===== config.mk =====
export PLATFORM = sky130hd
export DESIGN_NAME = next_pc_predictor
export DESIGN_NICKNAME = d
export VERILOG_FILES = /design/src/rtl/cpu_pkg.sv /design/src/rtl/pht_counter_array.sv /design/src/rtl/next_pc_predictor.sv
export SDC_FILE = /design/constraint.sdc
export NUM_CORES = 1
export LEC_CHECK = 0
export ABC_AREA = 0
export CORE_MARGIN = 4
export CORE_UTILIZATION = 35
export DETAILED_ROUTE_END_ITERATION = 10
export GPL_TIMING_DRIVEN = 0
export PLACE_DENSITY = 0.5
export SYNTH_ARGS = -nofsm -noshare
export SYNTH_HDL_FRONTEND = slang
export SYNTH_HIERARCHICAL = 1
export SYNTH_SLANG_ARGS = --single-unit

===== constraint.sdc =====
create_clock -name clk -period 8.85 [get_ports clk]
set_input_delay 1.3275 -clock clk [delete_from_list [all_inputs] [get_ports clk]]
set_output_delay 1.3275 -clock clk [all_outputs]
set_load 0.1 [all_outputs]

===== src/rtl/cpu_pkg.sv =====
// Shared predictor constants and the 2-bit saturating counter update rule.
package cpu_pkg;

   localparam int PRED_MODE_STATIC  = 0;
   localparam int PRED_MODE_BIMODAL = 1;
   localparam int PRED_MODE_GSHARE  = 2;

   localparam logic [1:0] SNT = 2'b00;
   localparam logic [1:0] WNT = 2'b01;
   localparam logic [1:0] WT  = 2'b10;
   localparam logic [1:0] ST  = 2'b11;

   // Move one step towards the observed direction, clamping at SNT/ST.
   function automatic logic [1:0] sat_update(input logic [1:0] cnt, input logic taken);
      if (taken) begin
         return (cnt == ST) ? ST : cnt + 2'd1;
      end else begin
         return (cnt == SNT) ? SNT : cnt - 2'd1;
      end
   endfunction

endpackage


===== src/rtl/pht_counter_array.sv =====
// Table of 2-bit direction counters: one combinational read, one synchronous write.
module pht_counter_array
   import cpu_pkg::*;
#(
   parameter int IDX = 4
) (
   input  logic           clk,
   input  logic           reset,
   input  logic [IDX-1:0] rd_idx,
   output logic           rd_taken,
   input  logic           wr_en,
   input  logic [IDX-1:0] wr_idx,
   input  logic           wr_taken
);

   localparam int DEPTH = 1 << IDX;

   logic [1:0] cnt_q [DEPTH];

   // Counters reset to weakly not-taken; a write nudges one counter towards the outcome.
   always_ff @(posedge clk) begin
      if (reset) begin
         for (int i = 0; i < DEPTH; i++) begin
            cnt_q[i] <= WNT;
         end
      end else if (wr_en) begin
         cnt_q[wr_idx] <= sat_update(cnt_q[wr_idx], wr_taken);
      end
   end

   // The counter MSB is the predicted direction.
   assign rd_taken = cnt_q[rd_idx][1];

endmodule


===== src/rtl/next_pc_predictor.sv =====
// Next fetch PC predictor: tagged BTB plus PHT, static / bimodal / gshare direction.
module next_pc_predictor
   import cpu_pkg::*;
#(
   parameter  int XLEN        = 32,
   parameter  int BTB_ENTRIES = 16,
   parameter  int GHR_BITS    = 4,
   parameter  int MODE        = 1,
   localparam int IDX         = $clog2(BTB_ENTRIES)
) (
   input  logic            clk,
   input  logic            reset,
   input  logic [XLEN-1:0] fetch_pc,
   output logic [XLEN-1:0] pred_next_pc,
   output logic            pred_taken,
   output logic [IDX-1:0]  pred_pht_idx,
   input  logic            resolve_valid,
   input  logic [XLEN-1:0] resolve_pc,
   input  logic            resolve_is_jump,
   input  logic            resolve_taken,
   input  logic [XLEN-1:0] resolve_target,
   input  logic [IDX-1:0]  resolve_pht_idx,
   input  logic            resolve_mispredict,
   output logic [31:0]     branch_cnt,
   output logic [31:0]     mispredict_cnt
);

   localparam int TAG_W = XLEN - IDX - 2;

   logic            btb_valid  [BTB_ENTRIES];
   logic [TAG_W-1:0] btb_tag   [BTB_ENTRIES];
   logic [XLEN-1:0] btb_target [BTB_ENTRIES];
   logic            btb_is_jump[BTB_ENTRIES];

   logic [GHR_BITS-1:0] ghr_q;
   logic [GHR_BITS-1:0] ghr_next;
   logic [IDX-1:0]      ghr_ext;
   logic [IDX-1:0]      fetch_idx;
   logic [TAG_W-1:0]    fetch_tag;
   logic [IDX-1:0]      res_idx;
   logic [TAG_W-1:0]    res_tag;
   logic                btb_hit;
   logic                pht_taken;
   logic                dir_taken;
   logic                btb_write;
   logic                pht_write;

   // Instructions are word aligned, so pc[1:0] never takes part in indexing or tags.
   logic unused_pc_lsbs;
   assign unused_pc_lsbs = ^{fetch_pc[1:0], resolve_pc[1:0]};

   assign fetch_idx = fetch_pc[IDX+1:2];
   assign fetch_tag = fetch_pc[XLEN-1:IDX+2];
   assign res_idx   = resolve_pc[IDX+1:2];
   assign res_tag   = resolve_pc[XLEN-1:IDX+2];
   assign ghr_ext   = IDX'(ghr_q);
   assign ghr_next  = GHR_BITS'({ghr_q, resolve_taken});
   assign btb_write = resolve_valid && resolve_taken;
   assign pht_write = resolve_valid && !resolve_is_jump;

   // Zero-latency lookup; always sees the state before any same-cycle update.
   always_comb begin
      pred_pht_idx = fetch_idx;
      if (MODE == PRED_MODE_GSHARE) begin
         pred_pht_idx = fetch_idx ^ ghr_ext;
      end
      btb_hit      = btb_valid[fetch_idx] && (btb_tag[fetch_idx] == fetch_tag);
      dir_taken    = (MODE != PRED_MODE_STATIC) && pht_taken;
      pred_taken   = btb_hit && (btb_is_jump[fetch_idx] || dir_taken);
      pred_next_pc = pred_taken ? btb_target[fetch_idx] : fetch_pc + XLEN'(4);
   end

   pht_counter_array #(
      .IDX (IDX)
   ) u_pht (
      .clk      (clk),
      .reset    (reset),
      .rd_idx   (pred_pht_idx),
      .rd_taken (pht_taken),
      .wr_en    (pht_write),
      .wr_idx   (resolve_pht_idx),
      .wr_taken (resolve_taken)
   );

   // Valid bits: cleared on reset, set by any taken resolve (overwriting an alias).
   always_ff @(posedge clk) begin
      if (reset) begin
         for (int i = 0; i < BTB_ENTRIES; i++) begin
            btb_valid[i] <= 1'b0;
         end
      end else if (btb_write) begin
         btb_valid[res_idx] <= 1'b1;
      end
   end

   // Entry payload needs no reset; it is qualified by the valid bit.
   always_ff @(posedge clk) begin
      if (!reset && btb_write) begin
         btb_tag[res_idx]     <= res_tag;
         btb_target[res_idx]  <= resolve_target;
         btb_is_jump[res_idx] <= resolve_is_jump;
      end
   end

   // Global history advances only on resolved conditional branches.
   always_ff @(posedge clk) begin
      if (reset) begin
         ghr_q <= '0;
      end else if (pht_write) begin
         ghr_q <= ghr_next;
      end
   end

   // Saturating resolve and mispredict statistics.
   always_ff @(posedge clk) begin
      if (reset) begin
         branch_cnt     <= '0;
         mispredict_cnt <= '0;
      end else if (resolve_valid) begin
         if (branch_cnt != '1) begin
            branch_cnt <= branch_cnt + 32'd1;
         end
         if (resolve_mispredict && (mispredict_cnt != '1)) begin
            mispredict_cnt <= mispredict_cnt + 32'd1;
         end
      end
   end

endmodule

# After elaboration in Yosys (flattened, before gate mapping)
# Memory sizes are Yosys's and may differ from the RTL's.
# Cells that the tools add are included.
[totals]
reg_bits = 64
latch_bits = 0
ram_bits = 992
rom_bits = 0
inputBits = 106
word_cells = 52
n_memories = 5
[op_classes]
n_addsub = 5
multipliers = 0
div_mod_pow = 0
order_cmp = 0
eq_ne = 4
shifts = 0
muxes = 22
bitwise_logic = 0
n_reduce_logical = 14
[memory_table]
columns = ["memory", "words", "width", "rd", "rd_clocked_by_memory_dff", "write_ports", "line_no", "source"]
rows = [
  ["btb_target", 16, 32, 1, 0, 1, "next_pc_predictor.sv:32", "logic [XLEN-1:0] btb_target [BTB_ENTRIES];"],
  ["btb_tag", 16, 26, 1, 0, 1, "next_pc_predictor.sv:31", "logic [TAG_W-1:0] btb_tag [BTB_ENTRIES];"],
  ["u_pht.cnt_q", 16, 2, 2, 0, 16, "pht_counter_array.sv:18", "logic [1:0] cnt_q [DEPTH];"],
  ["btb_is_jump", 16, 1, 1, 0, 1, "next_pc_predictor.sv:33", "logic btb_is_jump[BTB_ENTRIES];"],
  ["btb_valid", 16, 1, 1, 0, 16, "next_pc_predictor.sv:30", "logic btb_valid [BTB_ENTRIES];"],
]
[op_table]
columns = ["op", "count"]
rows = [
  ["32-bit by 1-bit adder with 32-bit output (second input constant)", 2],
  ["32-bit inequality test (second input constant)", 2],
  ["32-bit by 3-bit adder with 32-bit output (second input constant)", 1],
  ["32-bit 2-to-1 mux", 1],
  ["26-bit == test", 1],
  ["1-bit 2-to-1 mux", 13],
  ["2-bit 2-to-1 mux", 6],
  ["4-bit 2-to-1 mux", 2],
  ["1-bit logical AND", 6],
  ["2-bit AND reduction", 2],
  ["2-bit by 1-bit adder with 2-bit output (second input constant)", 1],
  ["2-bit == test (second input constant)", 1],
  ["1-bit logical NOT", 2],
  ["2-bit logical NOT", 1],
  ["2-bit OR reduction", 1],
  ["2-bit by 1-bit subtractor with 2-bit output (second input constant)", 1],
  ["1-bit logical OR", 1],
  ["1-bit OR reduction", 1],
]

# Logic depth before layout (Yosys ltp)
[logic_depth]
word_depth = 7
mapped_depth = 14

# Cells and area by module
# Netlist, hierarchy kept.
[by_module_without_submodules]
columns = ["mod", "instances", "cells_each", "area_per_inst_um2", "seq_area_each_um2"]
rows = [
  ["next_pc_predictor", 1, 2061, 41024.3, 29948.7],
  ["pht_counter_array", 1, 147, 1823.0, 960.9],
]

# Worst setup path before layout
# No wires, ideal clock.
[synth_timing]
path_kind = "input-to-output"
from = "in fetch_pc[3]"
to = "out pred_next_pc[2]"
t_arrival_ps = 5164
slack_ps = 2359
stages = 11
n_path_buf = 3
cell_sequence = "buf_2 -> buf_2 -> mux4_2 -> mux2i_1 -> xnor2_1 -> nor4_1 -> nand4_1 -> a2111oi_2 -> nand4_2 -> buf_6 -> mux2i_1"
[synth_between]
elab_chain_len = 5
word_cells_on_any_way = 10
[synth_rtl]
columns = ["element", "line_no", "source"]
rows = [
  ["from (decl)", "next_pc_predictor.sv:13", "input logic [XLEN-1:0] fetch_pc,"],
  ["memory 16 x 26 bit", "-", ""],
  ["26-bit == test", "next_pc_predictor.sv:67", "btb_hit = btb_valid[fetch_idx] && (btb_tag[fetch_idx] == fetch_tag);"],
  ["1-bit logical AND", "next_pc_predictor.sv:67", ""],
  ["1-bit logical AND", "next_pc_predictor.sv:69", "pred_taken = btb_hit && (btb_is_jump[fetch_idx] || dir_taken);"],
  ["32-bit 2-to-1 mux *", "next_pc_predictor.sv:70", "pred_next_pc = pred_taken ? btb_target[fetch_idx] : fetch_pc + XLEN'(4);"],
  ["to (decl)", "next_pc_predictor.sv:14", "output logic [XLEN-1:0] pred_next_pc,"],
]
# Mark *: on every way between the ends. The rest lies on a longest branch, timed or not.

# Worst setup path in the final report
[layout_timing]
from = "in fetch_pc[3]"
to = "out pred_next_pc[1]"
# The elaborated chain is that of the path after synthesis.

==> results.json <==
{
  "p_int_uw": 8460,
  "grt_pass1_wl_um": 178000,
  "gp_congestion": 0.905,
  "io_pins": 207,
  "std_cell_rows": 128,
  "worstSetupPathType": "in2out",
  "ff2ff_setup_slack_ns": 5.78,
  "die_h_um": 358,
  "portBuffers": 194,
  "drt_iter0_drc": 2160,
  "setup_viol": 0,
  "start_util_pct": 35.2,
  "dieArea_mm2": 0.128,
  "min-delay-start": "btb_valid[2]",
  "hold_depth": 2,
  "worst_slew_pin_slew_ns": 1.31,
  "r2r_cells": 8,
  "drive_gt1_share_pct": 24.0,
  "via_per_inst": 5.34,
  "synthesis.nets": 2317,
  "antenna_found_initial": 20,
  "design_area_mm2": 0.0517,
  "layout_common_cells": "edfxtp_1 (976), mux4_2 (275), clkdlybuf4s50_1 (161)",
  "nets": 2675,
  "power_frac_comb_pct": 6.7,
  "p_leak_uw": 0.0164,
  "synth_area_mm2": 0.0428,
  "hp-class": "reg2reg",
  "rsz0062_at_grt": "false",
  "die_w_um": 358,
  "clk_latency_ns": 0.73,
  "reg2reg_to": "mispredict_cnt[21]",
  "drv_slew": 0,
  "grt_overflow": 0,
  "critPathRequiredTime_ns": 7.52,
  "synth.avg_cell_area_um2": 19.4,
  "cts_root_buf": "clkbuf_16",
  "cts-buffers-inserted": 114,
  "vias": 22957,
  "ctsHoldBuffers": 0,
  "switchingPower_uw": 2490,
  "wl_per_cell_um": 29.4,
  "ant_nets": 0,
  "post_dp_cell_area_mm2": 0.0480,
  "cts.clk_slew.worst_paths_ns": 0.06,
  "period_needed_ns": 8.49,
  "worst_slack_ns": 0.361,
  "drt_wl_total_um": 126000,
  "postCtsResizedCells": 44,
  "vdd_drop_max_v": 0.000172,
  "cts_sinks": 1056,
  "syn_to_final_growth_pct": 20.8,
  "h-tree-depth": 3,
  "power.density_mw_per_mm2": 211,
  "arrival_ns": 7.16,
  "async_flop_share_pct": 0,
  "fin_crit_sh_pct": 95.9,
  "cts_buffer_depth": 3,
  "grt_usage_pct": 19.7,
  "outcome": "finished, final reports clean",
  "skew_ns": 0.0337,
  "reg2reg_from": "mispredict_cnt[4]",
  "synth_edf_count": 976,
  "grt_start_max_net_pins": 21,
  "p_sw_share_pct": 22.7,
  "nFillCells": 10788,
  "hpwlAfterDp_um": 85800,
  "cts_tree": "yes",
  "synth_cells": 2208,
  "hold_viol": 0,
  "core-area_mm2": 0.122,
  "pwr-share-clk_pct": 43.1,
  "max_slew_margin_pct": 12.3,
  "yosys_warnings": 6,
  "cp_max_fo": 10,
  "max_clock_freq_mhz": 118,
  "fin_util_pct": 42.5,
  "yosysSeqAreaShare_pct": 72.1,
  "cap_violations": 0,
  "pwr-share-seq_pct": 50.2,
  "postCtsSetupBuffers": 0,
  "hold_end": "btb_valid[2]",
  "drc": 0,
  "layout.cells.most_common": "edfxtp_1",
  "ys_ff_latch": 1056,
  "synthDistinctLibCells": 67,
  "drt_pass1_iterations": 5,
  "synthFlopType": "edfxtp_1",
  "first_global_vias": 23941,
  "start_kind": "input pin",
  "post-place-ws_ns": -0.793,
  "end_kind": "output pin"
}
[power by group through the flow]
stage	clock network [µW]	logic (µW)	registers, µW
final	4720	730	5490
after global routing	5060	769	5490
after CTS	4830	737	5490
after detailed placement	0	741	5600
after global placement	0	722	5600
after floorplan	0	411	5610
[cells by family after synthesis]
logic type,count (synthesis),synth area share (%)
AND/OR/NAND/NOR,400,4.54
XOR/XNOR,98,2.00
adder cells (fa/ha/maj),5,0.152
buffers and inverters,158,1.86
flip-flops,1056,72.1
multiplexers,372,17.3
AO/OA/AOI/OAI,119,1.98
[synth_stat cells (all sizes together), types with 8 or more instances]
cell	n	area share [%]
xor2	36	0.74
edfxtp	976	68
nand4	22	0.34
o22ai	26	0.38
nor3	18	0.21
nor2	132	1.2
inv	40	0.35
nor2b	8	0.12
xnor2	62	1.3
and2	8	0.12
nor4	10	0.16
or2	8	0.12
o21ai	16	0.19
or3	10	0.15
nand3	50	0.58
a221oi	9	0.18
and3	20	0.29
nand2b	19	0.28
mux2	47	1.5
mux4	281	15
and4	12	0.25
dfxtp	80	3.7
nand2	78	0.68
buf	62	1.0
a21oi	16	0.19
clkbuf	56	0.49
mux2i	44	1.0
[critical path, cell delays in order]
cell and delay, ns:
clkdlybuf4s15_2 0.50, buf_2 0.45, buf_2 0.48, buf_2 0.55
buf_2 0.48, clkbuf_1 0.44, clkbuf_1 0.73, mux4_2 0.43
mux4_2 0.48, mux2_2 0.28, clkdlybuf4s50_1 0.97
[state kept, by name, summed over array words and instances (netlist names)]
register,flops
mispredict_cnt,32
branch_cnt,32
btb_is_jump,16
u_pht/cnt_q,32
btb_tag,416
btb_valid,16
btb_target,512
[stage by stage]
step           hold slack [ns]  power (µW)  std cells  setup TNS [ns]
2_1_floorplan            0.449        6020       2208               0
3_3_place_gp             0.462        6320       4027        -1152.08
5_1_grt                  0.500       11300       4292               0
4_1_cts                  0.483       11100       4287               0
6_report                 0.482       10900       4299               0
3_5_place_dp             0.471        6340       4075          -20.26
[metal layers]
metal  global-route usage (%)  routed length, µm  part of all wire [%]  vias up
li1                         -                  -                     -     9741
met1                     26.1              52500                    42    12283
met2                     32.4              61600                    49      739
met3                     4.79               8820                   7.0      182
met4                     5.71               3420                   2.7       12
met5                        0                 76                 0.060        -
[worst max path at each step]
stage | startpoint | to | slack (ns) | cells after the start
detailed placement | fetch_pc[3] | pred_next_pc[27] | -0.79 | 11
global placement | reset | btb_target[8][1] | -1.61 | 6
finish | fetch_pc[3] | pred_next_pc[1] | 0.36 | 11
floorplan | fetch_pc[3] | pred_next_pc[2] | 2.36 | 11
global route | fetch_pc[3] | pred_next_pc[1] | 0.13 | 11
CTS | fetch_pc[2] | pred_next_pc[1] | 0.06 | 14
[cell type report]
cell class	instances	area, µm²	area share, %
Tap cell	1625	2030	3.93
Sequential cell	1056	30900	59.7
Clock inverter	82	837	1.62
Clock buffer	130	2920	5.65
Antenna cell	12	30.0	0.0580
Multi-Input combinational cell	994	11300	21.8
Buffer	118	654	1.26
Inverter	40	150	0.290
Timing Repair Buffer	242	2950	5.69
No activity file was read; power rests on OpenSTA's default activity.
